--- src/rtl/ahbl_apb_bridge_n.sv ---
// AHB-Lite slave to APB3 master bridge that decodes one AHB slot into up to 16 APB slaves.
// Optional ACCESS-phase timeout is compiled in with `define AHBL_APB_BRIDGE_TIMEOUT_EN.
module ahbl_apb_bridge_n #(
  parameter int ADDR_W         = 32,
  parameter int NUM_SLAVES     = 16,
  parameter int SLOT_LSB       = 8,
  parameter int TIMEOUT_CYCLES = 255
) (
  input  logic                     HCLK,
  input  logic                     HRESETN,
  input  logic                     HSEL,
  input  logic [ADDR_W-1:0]        HADDR,
  input  logic                     HWRITE,
  input  logic [1:0]               HTRANS,
  input  logic [31:0]              HWDATA,
  input  logic                     HREADYIN,
  output logic                     HREADYOUT,
  output logic [31:0]              HRDATA,
  output logic                     HRESP,
  output logic [NUM_SLAVES-1:0]    PSEL,
  output logic [ADDR_W-1:0]        PADDR,
  output logic                     PWRITE,
  output logic                     PENABLE,
  output logic [31:0]              PWDATA,
  input  logic [32*NUM_SLAVES-1:0] PRDATA,
  input  logic [NUM_SLAVES-1:0]    PREADY,
  input  logic [NUM_SLAVES-1:0]    PSLVERR
);

  typedef enum logic [2:0] {
    S_IDLE, S_LATCH, S_SETUP, S_ACCESS, S_DONE, S_ERR1, S_ERR2
  } state_t;

  state_t                  state_q, state_d;
  logic [3:0]              idx_q, idx_d;
  logic [ADDR_W-1:0]       paddr_q, paddr_d;
  logic                    pwrite_q, pwrite_d;
  logic                    penable_q, penable_d;
  logic [31:0]             pwdata_q, pwdata_d;
  logic [31:0]             hrdata_q, hrdata_d;
  logic                    hreadyout_q, hreadyout_d;
  logic                    hresp_q, hresp_d;
  logic [NUM_SLAVES-1:0]   psel_q, psel_d;

  logic [3:0]              hslot;
  logic                    hslot_mapped;
  logic                    accept;
  logic [NUM_SLAVES-1:0]   slot_onehot;
  logic                    pready_sel;
  logic                    pslverr_sel;
  logic [31:0]             prdata_sel;
  logic                    timed_out;
  logic                    unused_htrans0;

  assign unused_htrans0 = HTRANS[0];
  assign hslot          = HADDR[SLOT_LSB +: 4];
  assign hslot_mapped   = ({1'b0, hslot} < 5'(NUM_SLAVES));
  assign accept         = HSEL && HREADYIN && HTRANS[1] &&
                          (state_q == S_IDLE || state_q == S_DONE || state_q == S_ERR2);

  // Per-slave response mux driven by the captured index
  always_comb begin
    slot_onehot = '0;
    pready_sel  = 1'b0;
    pslverr_sel = 1'b0;
    prdata_sel  = '0;
    for (int i = 0; i < NUM_SLAVES; i++) begin
      if (idx_q == 4'(i)) begin
        slot_onehot[i] = 1'b1;
        pready_sel     = PREADY[i];
        pslverr_sel    = PSLVERR[i];
        prdata_sel     = PRDATA[32*i +: 32];
      end
    end
  end

`ifdef AHBL_APB_BRIDGE_TIMEOUT_EN
  logic [15:0] tmo_cnt_q, tmo_cnt_d;

  always_comb begin
    tmo_cnt_d = tmo_cnt_q;
    if (state_q == S_SETUP) begin
      tmo_cnt_d = '0;
    end else if (state_q == S_ACCESS && !pready_sel) begin
      tmo_cnt_d = tmo_cnt_q + 16'd1;
    end
  end

  // Fires on the TIMEOUT_CYCLES-th stalled ACCESS cycle; a PREADY in that cycle still wins
  assign timed_out = (state_q == S_ACCESS) && !pready_sel &&
                     (tmo_cnt_q >= 16'(TIMEOUT_CYCLES - 1));

  always_ff @(posedge HCLK) begin
    if (!HRESETN) begin
      tmo_cnt_q <= '0;
    end else begin
      tmo_cnt_q <= tmo_cnt_d;
    end
  end
`else
  localparam int unused_tmo_cycles = TIMEOUT_CYCLES;
  assign timed_out = 1'b0;
`endif

  always_comb begin
    state_d  = state_q;
    idx_d    = idx_q;
    paddr_d  = paddr_q;
    pwrite_d = pwrite_q;
    pwdata_d = pwdata_q;
    hrdata_d = hrdata_q;

    case (state_q)
      S_IDLE, S_DONE, S_ERR2: begin
        state_d = S_IDLE;
        if (accept) begin
          idx_d = hslot;
          if (hslot_mapped) begin
            paddr_d  = HADDR;
            pwrite_d = HWRITE;
            state_d  = S_LATCH;
          end else begin
            state_d  = S_ERR1;
          end
        end
      end
      S_LATCH: begin
        if (pwrite_q) begin
          pwdata_d = HWDATA;
        end
        state_d = S_SETUP;
      end
      S_SETUP: begin
        state_d = S_ACCESS;
      end
      S_ACCESS: begin
        if (pready_sel) begin
          if (pslverr_sel) begin
            state_d = S_ERR1;
          end else begin
            state_d = S_DONE;
            if (!pwrite_q) begin
              hrdata_d = prdata_sel;
            end
          end
        end else if (timed_out) begin
          state_d = S_ERR1;
        end
      end
      S_ERR1: begin
        state_d = S_ERR2;
      end
      default: begin
        state_d = S_IDLE;
      end
    endcase

    // Bus outputs are registered copies decoded from the next state
    hreadyout_d = (state_d == S_IDLE) || (state_d == S_DONE) || (state_d == S_ERR2);
    hresp_d     = (state_d == S_ERR1) || (state_d == S_ERR2);
    penable_d   = (state_d == S_ACCESS);
    psel_d      = (state_d == S_SETUP || state_d == S_ACCESS) ? slot_onehot : '0;
  end

  always_ff @(posedge HCLK) begin
    if (!HRESETN) begin
      state_q     <= S_IDLE;
      idx_q       <= '0;
      paddr_q     <= '0;
      pwrite_q    <= 1'b0;
      penable_q   <= 1'b0;
      pwdata_q    <= '0;
      hrdata_q    <= '0;
      hreadyout_q <= 1'b1;
      hresp_q     <= 1'b0;
      psel_q      <= '0;
    end else begin
      state_q     <= state_d;
      idx_q       <= idx_d;
      paddr_q     <= paddr_d;
      pwrite_q    <= pwrite_d;
      penable_q   <= penable_d;
      pwdata_q    <= pwdata_d;
      hrdata_q    <= hrdata_d;
      hreadyout_q <= hreadyout_d;
      hresp_q     <= hresp_d;
      psel_q      <= psel_d;
    end
  end

  assign HREADYOUT = hreadyout_q;
  assign HRDATA    = hrdata_q;
  assign HRESP     = hresp_q;
  assign PSEL      = psel_q;
  assign PADDR     = paddr_q;
  assign PWRITE    = pwrite_q;
  assign PENABLE   = penable_q;
  assign PWDATA    = pwdata_q;

endmodule

--- config.mk ---
export PLATFORM = sky130hd
export DESIGN_NAME = ahbl_apb_bridge_n
export DESIGN_NICKNAME = d
export VERILOG_FILES = /design/src/rtl/ahbl_apb_bridge_n.sv
export SDC_FILE = /design/constraint.sdc
export NUM_CORES = 1
export LEC_CHECK = 0
export CAP_MARGIN = 30
export CORE_AREA = 2 2 285 287
export CTS_CLUSTER_DIAMETER = 120
export CTS_CLUSTER_SIZE = 40
export DETAILED_ROUTE_END_ITERATION = 16
export DIE_AREA = 0 0 287 289
export GPL_TIMING_DRIVEN = 0
export PLACE_DENSITY = 0.35
export SLEW_MARGIN = 20
export SYNTH_ARGS = -nofsm -noshare
export SYNTH_HDL_FRONTEND = slang
export SYNTH_SLANG_ARGS = --single-unit
--- constraint.sdc ---
create_clock -name HCLK -period 3.85 [get_ports HCLK]
set_input_delay 0.77 -clock HCLK [delete_from_list [all_inputs] [get_ports HCLK]]
set_output_delay 0.77 -clock HCLK [all_outputs]
set_load 0.02 [all_outputs]
Word level (Yosys, flattened, before mapping)
Cells that the tools add are included.
W data, S select, Z words.
{ "word_totals": {"ff_bits": 123} }
{ "op_classes": {"reduce_logical": 17, "muxes": 68, "bitwise_logic": 2, "n_eq_ne": 26} }
{ "op_table": {"columns": ["operator", "n"], "rows": [
  ["$mux W32", 16],
  ["$mux W1", 50],
  ["$eq A4 B4 Y1 const B", 8],
  ["$eq A3 B3 Y1 const B", 6],
  ["$eq A4 B3 Y1 const B", 4],
  ["$pmux W3 S5", 1],
  ["$eq A3 B2 Y1 const B", 4],
  ["$eq A4 B2 Y1 const B", 2],
  ["$logic_not A3 Y1", 2],
  ["$logic_or A1 B1 Y1", 6],
  ["$reduce_and A2 Y1", 3],
  ["$eq A4 B1 Y1 const B", 1],
  ["$logic_not A4 Y1", 1],
  ["$reduce_and A4 Y1", 1],
  ["$eq A3 B1 Y1 const B", 1],
  ["$logic_and A1 B1 Y1", 3],
  ["$mux W3", 1],
  ["$reduce_or A3 Y1", 1],
  ["$not A1 Y1", 2]
]} }

Depth between registers and ports, before layout
{ "logic_depth": {"depth_word": 23, "ltp_mapped": 13} }

Worst setup path after synthesis
Ideal clock, no wire load.
{ "synth_path": {"path_type": "input-to-reg", "startpoint": "input PREADY[7]", "endpoint": "register hrdata_q[18], in the netlist HRDATA[18]", "cell_stages": 10, "arrival_ns": 2.427, "setup_ns": 0.127, "path_slack_ns": 1.297, "path_buffers": 3, "path_cell_list": "mux4_2 -> a221oi_1 -> a31o_2 -> a31oi_1 -> and3_1 -> buf_4 -> buf_12 -> buf_12 -> o21ai_2 -> a31oi_2"} }
{ "synth_between": {"elab_chain_len": 10} }
{ "synth_rtl": {"columns": ["item", "line", "text"], "rows": [
  ["start: declaration", "26", "input logic [NUM_SLAVES-1:0] PREADY,"],
  ["$mux W1 (9 in a row)", "68", "if (idx_q == 4'(i)) begin"],
  ["$reduce_and A4 Y1 (no line)", null, null],
  ["end signal: assignment", "184", "hrdata_q <= hrdata_d;"],
  ["end: declaration", "40", "logic [31:0] hrdata_q, hrdata_d;"]
]} }
No other way between the ends.
A chain may end at the register's enable or synchronous reset.

Worst setup path in the final report
{ "layout_path": {"startpoint": "register idx_q[0]", "endpoint": "register hrdata_q[17], in the netlist HRDATA[17]"} }
{ "layout_between": {"elab_chain_len": 19, "elab_cells_between_ends": 66} }
{ "layout_rtl": {"columns": ["item", "line", "text"], "rows": [
  ["start: declaration", "35", "logic [3:0] idx_q, idx_d;"],
  ["start signal: assignment", "179", "idx_q <= idx_d;"],
  ["$logic_not A4 Y1", "68", null],
  ["$mux W1 (16 in a row)", "68", null],
  ["$not A1 Y1 (no line)", null, null],
  ["$reduce_and A4 Y1 (no line)", null, null]
]} }
Several ways; a longest one is shown, not always the timed one.

==> flow_summary.ini <==
[clock_network]
cts_buffer_depth = 2
htreeDepth = 4
numCtsBuffers = 17
clkTransAtPathRegs_ns = 0.07
cts_root_buffer = clkbuf_16
post_cts_buffers = 0
cts_tree = yes
clk_latency_ns = 0.49
cts_sinks = 119
hold_buffers = 0

[setup_path]
cp.arrival_ns = 4.15
critical_path.top_delay_family = buffers and inverters
cp_slowest_cell = clkbuf_1
worstPathRequired_ns = 4.27
worst-setup-path-type = flop to flop
worstPathMaxFanout = 10
slowest_delay_ns = 0.71
crit_path_end_kind = flop
crit_buf_inv = 5
critPathMostFrequentCell = buf_2
cp-start-kind = flop
crit_chain = buf_4 -> buf_6 -> buf_2 -> buf_2 -> clkbuf_1 -> o221ai_1 -> o21ai_0 -> o211ai_1 -> a31oi_1 -> mux2i_1 -> nor2b_1

[logic_synthesis]
synth_seq_area_share = 0.250
avgSynthCellArea_um2 = 7.71
synthCells = 1235
synth_ff_type = dfxtp_1
syn_nets = 1850
synth_cell_types = 63
synth_warnings = 0
synth-async-reset-ratio = 0
synth_seq_cells = 119
syn-cell-area_mm2 = 0.00952
synth_edf_count = 0

[route]
drt_iter0_drc = 706
vias = 13159
via_per_inst = 4.29
dr.pass1.iters = 5
finalWirelength_um = 89300
postRouteAntennaNets = 0
routedWlPerCell_um = 29.1
drcViolationCount = 0

[run]
cap_violations = 0

[die]
rows = 104
core_area_mm2 = 0.0799
die_y_um = 289
start_util = 0.119
die_x_um = 287
dieArea_mm2 = 0.0829
io_pins = 731

[run_status]
status = finished, final reports clean

[global_route]
grt_pass1_wl_um = 117000
grt_start_max_net_pins = 20
grt_pass1_vias = 13997
grt_overflow = 0
gr-usage-all-layers = 0.206
antenna_found_initial = 28

[timing]
hold_viol = 0
relSlewSlack = 0.336
finalSetupTns_ns = 0
setup_viol = 0
max_freq_mhz = 268
max_slew.worst_pin.slew_ns = 0.995
finalCritPeriodShare = 0.970
period_minus_slack_ns = 3.73
final_max_slew_viol_count = 0
skew_ns = 0.0198

[layout]
area_growth_pct = 98.3
drive_gt1_frac = 0.0764
fin_nets = 2604
fin_cells = 3067
mostFrequentLayoutCell = clkdlybuf4s50_1
layout_common_cells = 729 x clkdlybuf4s50_1, 201 x nand2_1, 119 x dfxtp_1, 108 x mux2i_1, 83 x a21oi_1

[power_and_ir_drop]
pwr-share-clk = 0.412
combPwrFrac = 0.303
p_sw_frac = 0.306
power_density_mw_per_mm2 = 235
power.switching_w = 0.00136
cellInternalPower_w = 0.00308
power_frac_seq = 0.284
p_leak_nw = 6.12
ir_drop_uv = 354

[hold_path]
hold_path.class = flop to flop

[placed_design]
portBuffers = 729
hpwl_um = 75800
placed_cells = 3030
place_congestion = 0.858
==> routing by layer <==
metal,vias to the layer above,share of wire,track usage
met3,77,0.079,0.0602
met1,6311,0.40,0.235
met4,20,0.012,0.0406
met2,620,0.51,0.379
met5,-,0.0015,0
li1,6131,-,-
==> tightest hold or removal path: cells and delay by family (launching register included) <==
family | cells | cell delay (ns)
AND/OR/NAND/NOR | 1 | 0.04
AO/OA/AOI/OAI | 1 | 0.06
flip-flops | 1 | 0.31
==> power groups by stage <==
stage          clock network [W]  logic [W]  registers, W
6_report                 0.00183    0.00134       0.00126
5_1_grt                  0.00193    0.00142       0.00126
4_1_cts                  0.00191    0.00136       0.00126
3_5_place_dp                   0    0.00136       0.00129
3_3_place_gp                   0    0.00135       0.00129
2_1_floorplan                  0   0.000376       0.00131
==> final timing paths <==
kind                 to  cells past startpoint  slack [ns]     start
max          HRDATA[17]                     11        0.12  idx_q[0]
min            PADDR[0]                      2        0.46  PADDR[0]
max reg2reg  HRDATA[17]                     11        0.12  idx_q[0]
min reg2reg    PADDR[0]                      2        0.46  PADDR[0]
==> repair_timing <==
action                                  in CTS  in global routing
endpoints found under the setup margin       9                  3
gates cloned                                 0                  0
gates resized for setup                      1                  1
pin swaps                                    0                  1
==> through the flow <==
stage	setup WS, ns	util	hold WS (ns)	instance area (um^2)	total power, W
after floorplan	1.30	-	0.472	9520	0.00168
after global placement	-0.319	0.227	0.452	18100	0.00264
after detailed placement	-0.168	0.228	0.458	18200	0.00265
after CTS	0.00958	0.236	0.467	18900	0.00453
after global routing	-0.000441	0.236	0.484	18900	0.00461
final	0.116	0.236	0.464	18900	0.00443
==> logic make-up after synthesis <==
family / after synthesis / synth area share
flops: 119 / 0.250
mux: 146 / 0.160
simple gates: 360 / 0.171
compound gates: 478 / 0.352
buf+inv: 132 / 0.0669
==> layout make-up <==
cell class                 instances  area [um^2]
antenna                            5         12.5
buffer                           123          608
clock buffer                      17          425
clock inverter                    15          205
fill                            8945        61000
inverter                           8         30.0
multi-input combinational        984         6510
sequential                       119         2380
tap                             1060         1330
timing repair buffer             736         7380
==> synthesized netlist by cell type, drive strengths merged (37+ instances only) <==
cell type,count,area share
a21boi,80,0.063
dfxtp,119,0.25
nor2,50,0.020
o21ai,73,0.042
clkbuf,73,0.029
mux2i,108,0.11
mux2,37,0.044
nand2,201,0.079
o22ai,56,0.043
a21oi,83,0.044
buf,51,0.035
o221ai,37,0.034
==> state kept, by name, indices dropped and copies added, names as in the netlist <==
register,cells
PENABLE,1
PSEL,16
state_q,3
PWDATA,32
PADDR,29
PWRITE,1
HRDATA,32
HRESP,1
HREADYOUT,1
idx_q,3
Note: power is estimated with default switching activity, not from simulation.
